## config.mk

```make
export PLATFORM = sky130hd
export DESIGN_NAME = addsub_arbiter
export DESIGN_NICKNAME = d
export VERILOG_FILES = /design/src/rtl/addsub_arbiter_pkg.sv /design/src/rtl/addsub_16bit.sv /design/src/rtl/rr_pick2.sv /design/src/rtl/addsub_arbiter.sv
export SDC_FILE = /design/constraint.sdc
export NUM_CORES = 1
export LEC_CHECK = 0
export CORE_MARGIN = 2
export CORE_UTILIZATION = 52
export CTS_BUF_LIST = sky130_fd_sc_hd__clkbuf_16
export DETAILED_ROUTE_END_ITERATION = 8
export MAX_ROUTING_LAYER = met4
export PLACE_DENSITY = 0.83
export SLEW_MARGIN = 20
export SYNTH_ARGS = -nofsm -noshare
export SYNTH_HDL_FRONTEND = slang
export SYNTH_HIERARCHICAL = 1
export SYNTH_SLANG_ARGS = --single-unit
export TNS_END_PERCENT = 20
```

## constraint.sdc

```tcl
create_clock -name clk -period 3.6 [get_ports clk]
set_input_delay 0.54 -clock clk [delete_from_list [all_inputs] [get_ports clk]]
set_output_delay 0.54 -clock clk [all_outputs]
set_load 0.05 [all_outputs]
```

## src/rtl/addsub_arbiter_pkg.sv

```systemverilog
// Shared constants for the add/sub arbiter: sequencer states and requester ids.
package addsub_arbiter_pkg;

  typedef enum logic {
    IDLE = 1'b0,
    EXEC = 1'b1
  } state_e;

  localparam logic REQ0 = 1'b0;
  localparam logic REQ1 = 1'b1;

  // The shared adder is a fixed 16-bit block.
  localparam int ADDER_W = 16;

endpackage

```

## src/rtl/addsub_16bit.sv

```systemverilog
// 16-bit two's-complement adder/subtractor.
// Ports:
//   A, B      operands
//   sub       0 = A+B, 1 = A-B
//   Sum       low 16 bits of the result
//   overflow  signed overflow of the selected operation
module addsub_16bit (
  input  logic [15:0] A,
  input  logic [15:0] B,
  input  logic        sub,
  output logic [15:0] Sum,
  output logic        overflow
);

  logic [15:0] b_eff;

  // Subtraction as A + ~B + 1.
  assign b_eff = sub ? ~B : B;
  assign Sum   = A + b_eff + {15'd0, sub};

  // Overflow when both addends share a sign and the sum's sign differs.
  assign overflow = (A[15] == b_eff[15]) && (Sum[15] != A[15]);

endmodule

```

## src/rtl/rr_pick2.sv

```systemverilog
// Two-way arbitration pick, purely combinational.
// Ports:
//   req0_i, req1_i  request lines
//   last_gnt_i      id of the most recent grant
//   rr_en_i         1 = round-robin on a tie, 0 = requester 0 always wins
//   winner_o        id of the selected requester (valid only with valid_o)
//   valid_o         at least one request is pending
module rr_pick2
  import addsub_arbiter_pkg::*;
(
  input  logic req0_i,
  input  logic req1_i,
  input  logic last_gnt_i,
  input  logic rr_en_i,
  output logic winner_o,
  output logic valid_o
);

  always_comb begin
    valid_o  = req0_i | req1_i;
    winner_o = REQ0;
    if (req0_i && req1_i) begin
      // Tie: round-robin hands it to whoever did not go last.
      winner_o = rr_en_i ? ~last_gnt_i : REQ0;
    end else if (req1_i) begin
      winner_o = REQ1;
    end
  end

endmodule

```

## src/rtl/addsub_arbiter.sv

```systemverilog
// Shares one addsub_16bit between two requesters with a req/gnt/done
// handshake. IDLE arbitrates and latches the winner's operands; EXEC lets the
// adder evaluate them and registers result/ovfl, pulsing done for the winner.
// Ports:
//   clk, rst_n                 clock, synchronous active-low reset
//   req0/a0/b0/sub0            requester 0 request and operands
//   req1/a1/b1/sub1            requester 1 request and operands
//   gnt0/gnt1                  one-cycle pulse: operands accepted
//   done0/done1                one-cycle pulse: result/ovfl valid
//   result/ovfl                last completed sum and signed overflow
//   busy                       operation in flight (EXEC)
module addsub_arbiter
  import addsub_arbiter_pkg::*;
#(
  parameter int WIDTH = ADDER_W,  // only 16 matches the shared adder
  parameter bit RR_EN = 1'b1
) (
  input  logic             clk,
  input  logic             rst_n,
  input  logic             req0,
  input  logic [WIDTH-1:0] a0,
  input  logic [WIDTH-1:0] b0,
  input  logic             sub0,
  input  logic             req1,
  input  logic [WIDTH-1:0] a1,
  input  logic [WIDTH-1:0] b1,
  input  logic             sub1,
  output logic             gnt0,
  output logic             gnt1,
  output logic             done0,
  output logic             done1,
  output logic [WIDTH-1:0] result,
  output logic             ovfl,
  output logic             busy
);

  state_e           state_q, state_d;
  logic [WIDTH-1:0] a_q, a_d, b_q, b_d;
  logic             sub_q, sub_d;
  // Doubles as the id of the in-flight operation while in EXEC.
  logic             last_gnt_q, last_gnt_d;
  logic [WIDTH-1:0] result_q, result_d;
  logic             ovfl_q, ovfl_d;
  logic             gnt0_q, gnt0_d, gnt1_q, gnt1_d;
  logic             done0_q, done0_d, done1_q, done1_d;

  logic             pick_id, pick_vld;
  logic [WIDTH-1:0] sum;
  logic             sum_ovf;

  rr_pick2 u_pick (
    .req0_i    (req0),
    .req1_i    (req1),
    .last_gnt_i(last_gnt_q),
    .rr_en_i   (RR_EN),
    .winner_o  (pick_id),
    .valid_o   (pick_vld)
  );

  addsub_16bit u_addsub (
    .A       (a_q),
    .B       (b_q),
    .sub     (sub_q),
    .Sum     (sum),
    .overflow(sum_ovf)
  );

  always_comb begin
    state_d    = state_q;
    a_d        = a_q;
    b_d        = b_q;
    sub_d      = sub_q;
    last_gnt_d = last_gnt_q;
    result_d   = result_q;
    ovfl_d     = ovfl_q;
    gnt0_d     = 1'b0;
    gnt1_d     = 1'b0;
    done0_d    = 1'b0;
    done1_d    = 1'b0;
    unique case (state_q)
      IDLE: begin
        if (pick_vld) begin
          last_gnt_d = pick_id;
          state_d    = EXEC;
          if (pick_id == REQ1) begin
            a_d    = a1;
            b_d    = b1;
            sub_d  = sub1;
            gnt1_d = 1'b1;
          end else begin
            a_d    = a0;
            b_d    = b0;
            sub_d  = sub0;
            gnt0_d = 1'b1;
          end
        end
      end
      EXEC: begin
        result_d = sum;
        ovfl_d   = sum_ovf;
        done0_d  = (last_gnt_q == REQ0);
        done1_d  = (last_gnt_q == REQ1);
        state_d  = IDLE;
      end
      default: state_d = IDLE;
    endcase
  end

  always_ff @(posedge clk) begin
    if (!rst_n) begin
      state_q    <= IDLE;
      a_q        <= '0;
      b_q        <= '0;
      sub_q      <= 1'b0;
      last_gnt_q <= REQ1;  // requester 0 wins the first tie
      result_q   <= '0;
      ovfl_q     <= 1'b0;
      gnt0_q     <= 1'b0;
      gnt1_q     <= 1'b0;
      done0_q    <= 1'b0;
      done1_q    <= 1'b0;
    end else begin
      state_q    <= state_d;
      a_q        <= a_d;
      b_q        <= b_d;
      sub_q      <= sub_d;
      last_gnt_q <= last_gnt_d;
      result_q   <= result_d;
      ovfl_q     <= ovfl_d;
      gnt0_q     <= gnt0_d;
      gnt1_q     <= gnt1_d;
      done0_q    <= done0_d;
      done1_q    <= done1_d;
    end
  end

  assign gnt0   = gnt0_q;
  assign gnt1   = gnt1_q;
  assign done0  = done0_q;
  assign done1  = done1_q;
  assign result = result_q;
  assign ovfl   = ovfl_q;
  assign busy   = (state_q == EXEC);

endmodule

```

==> run metrics <==
grt ovf 0; Power Total 1.97 mW; Hold-fix buffers, CTS 0; Crit. Startpoint sub_q; drt first pass iters 4; clock latency at the later pin of the worst-skew pair just under 300 ps; Die ar. 6920 um^2; max incr delay on CP 640 ps; actual slew at the worst max-slew pin 598 ps; Final ANT Viol Nets 0; most used flip-flop cell after synthesis dfxtp_1; critical path's top delay family compound AO/OA/AOI/OAI gates; I/O Buffers 91; Cell Rows 28; CP Cell Sequence buf_4 > xor2_1 > ha_1 > a21oi_1 > o21ai_0 > a21oi_2 > o311a_1 > mux2i_1 > mux2i_1 > nor2b_1; Worst path slowest cell dfxtp_1; most common cell after layout, fill and taps aside clkdlybuf4s50_1; count of final setup violators 0; nets@finish 518; drt first-iter violations 100; cts bufs inserted 5; min Tclk post-route 2780 ps; CTS tree yes; Max Clk Rate ~360 MHz; Leak 1.75 nW; Mean Syn Cell Area 9.22 um^2; Post-DP HPWL 5490 um; Via Count between 2000 and 3000; Hold Crit Depth 1; largest net degree at the start of global routing 70; Power Dens Cells 459 nW/um^2; DIE HEIGHT 83.2 um; core box area 5990 um^2; postcts setup bufs 0; ys async rst share 0; mean routed wirelength per cell 14.4 um; CTS Sinks 56; grt peak-use layer met2; I/O pins 92; Antenna Cells 0; unrepaired setup endpoints after global routing no; status complete, no violations; met2 Use GR 0.339; # Max-Cap Violations 0; Max Slew Vio Count 0; CP Data Arrival Time 3010 ps; Post-route DRC 0; Clock Skews 5.93 ps; share of layout cells above drive strength 1 0.0485; number of synthesized flops with an enable pin 0; die outline width 83.2 um; RD Place Congestion 0.815; Yosys top cell area share 0.344; via density per instance 5.44; area leader, netlist dfxtp_1; CP bufs+invs 1; H-tree depth 2; CTS root buffer clkbuf_16; Syn Std Cell Area 3260 um^2; crit end category register; VDD IR max 0.376 mV; critical path type reg -> reg; Netlist cell types 48; Synth-to-Final Area Change 31.4%; CP startpoint kind register; GRT met3 Usage 0.0258; final hold violation count 0; setup tns final 0 ps; Routed WL about 7300 um; Synth Instances 354; CTS max path bufs 2; Critical Path Stages 10; most frequent cells in the layout clkdlybuf4s50_1 (90), dfxtp_1 (56), mux2i_1 (52), a21oi_1 (45), o21ai_0 (36); initial antenna violation count 0; Critical path destination ovfl; GR Util All Layers 0.216; min-delay worst type reg -> reg; first-pass GRT wire length between 10000 and 15000 um; FF+latch count, synth 56; flop2flop setup slack roughly 820 ps; crit path max fanout 11; most used cell, CP mux2i_1; Crit path required time approximately 3800 ps; Clock Pin Slew Worst Setup and Hold Paths 70 ps; worst reg2reg path startpoint sub_q; Ys Warns 6; vias in the first global route approximately 2600; syn nets 440; period utilisation layout 0.772; grt met1 use 0.298; Initial Utilization 0.545; sequential area share after synthesis 0.344; CTS resizes 0; FF-to-FF path depth 10; Area contributors post-synth dfxtp_1 (34%), mux2i_1 (16%), a21oi_1 (6.9%); FF-to-FF End ovfl; Max-slew headroom 0.601
==> power breakdown <==
part	total, mW	leakage [nW]	internal [mW]	switching (mW)
logic	0.757	1.22	0.342	0.415
registers	0.733	0.463	0.686	0.0464
clock network	0.478	0.0712	0.257	0.221
==> worst min path at each step <==
stage               startpoint     to  slack [ps]
floorplan           last_gnt_q  done0         410
global placement    last_gnt_q  done0         440
detailed placement  last_gnt_q  done0         460
CTS                 last_gnt_q  done0         480
global route        last_gnt_q  done0         500
finish              last_gnt_q  done0         470
==> metal layers <==
metal,vias to the layer above,share of wire,wire length (um)
met4,0,0.013,97
li1,1415,-,-
met5,-,0,0
met1,1254,0.48,3500
met2,85,0.47,3400
met3,9,0.041,298
==> cell families after synthesis <==
kind of cell	Yosys count	share of synthesized area
other	1	0.00115
multiplexers	53	0.164
AO/OA/AOI/OAI	108	0.189
flip-flops	56	0.344
buffers and inverters	29	0.0579
XOR/XNOR	28	0.0752
AND/OR/NAND/NOR	63	0.106
adder cells (fa/ha/maj)	16	0.0637
==> cell usage after synthesis, types with 2 or more instances <==
cell type,number
a211oi_1,2
a21boi_1,2
a21o_1,2
a21oi_1,45
a21oi_2,2
a31oi_1,2
and2_1,5
and3_1,3
buf_2,7
buf_4,6
buf_6,6
clkbuf_1,3
clkbuf_2,3
dfxtp_1,56
ha_1,15
inv_1,4
mux2i_1,52
nand2_1,12
nand2b_1,3
nand3_1,4
nor2_1,8
nor2b_1,20
o211ai_1,2
o21ai_0,36
o21ai_1,3
o311a_1,2
or3_1,2
xnor2_1,9
xor2_1,19
==> registers in the layout, summed over array words and instances (netlist names) <==
signal	cells
a_q	16
b_q	16
busy	1
done0	1
done1	1
gnt0	1
gnt1	1
last_gnt_q	1
ovfl	1
result	16
sub_q	1
==> cell type report <==
type                       instances  area (um^2)
timing repair buffer              96          943
fill                             487         1700
multi-input combinational        269         1970
sequential                        56         1120
inverter                           4         15.0
clock buffer                       5          125
clock inverter                     3         20.0
tap                               75         93.8
==> through the flow <==
step           hold WS [ps]  std cells  instance area, um^2  utilization  worst slack [ps]
2_1_floorplan           415        354                 3260            -              1240
3_3_place_gp            436        500                 4150        0.692               910
3_5_place_dp            458        500                 4150        0.692               844
4_1_cts                 478        508                 4290        0.717               830
5_1_grt                 500        508                 4290        0.716               548
6_report                474        508                 4290        0.716               820
Note: power is estimated with default switching activity, not from simulation.
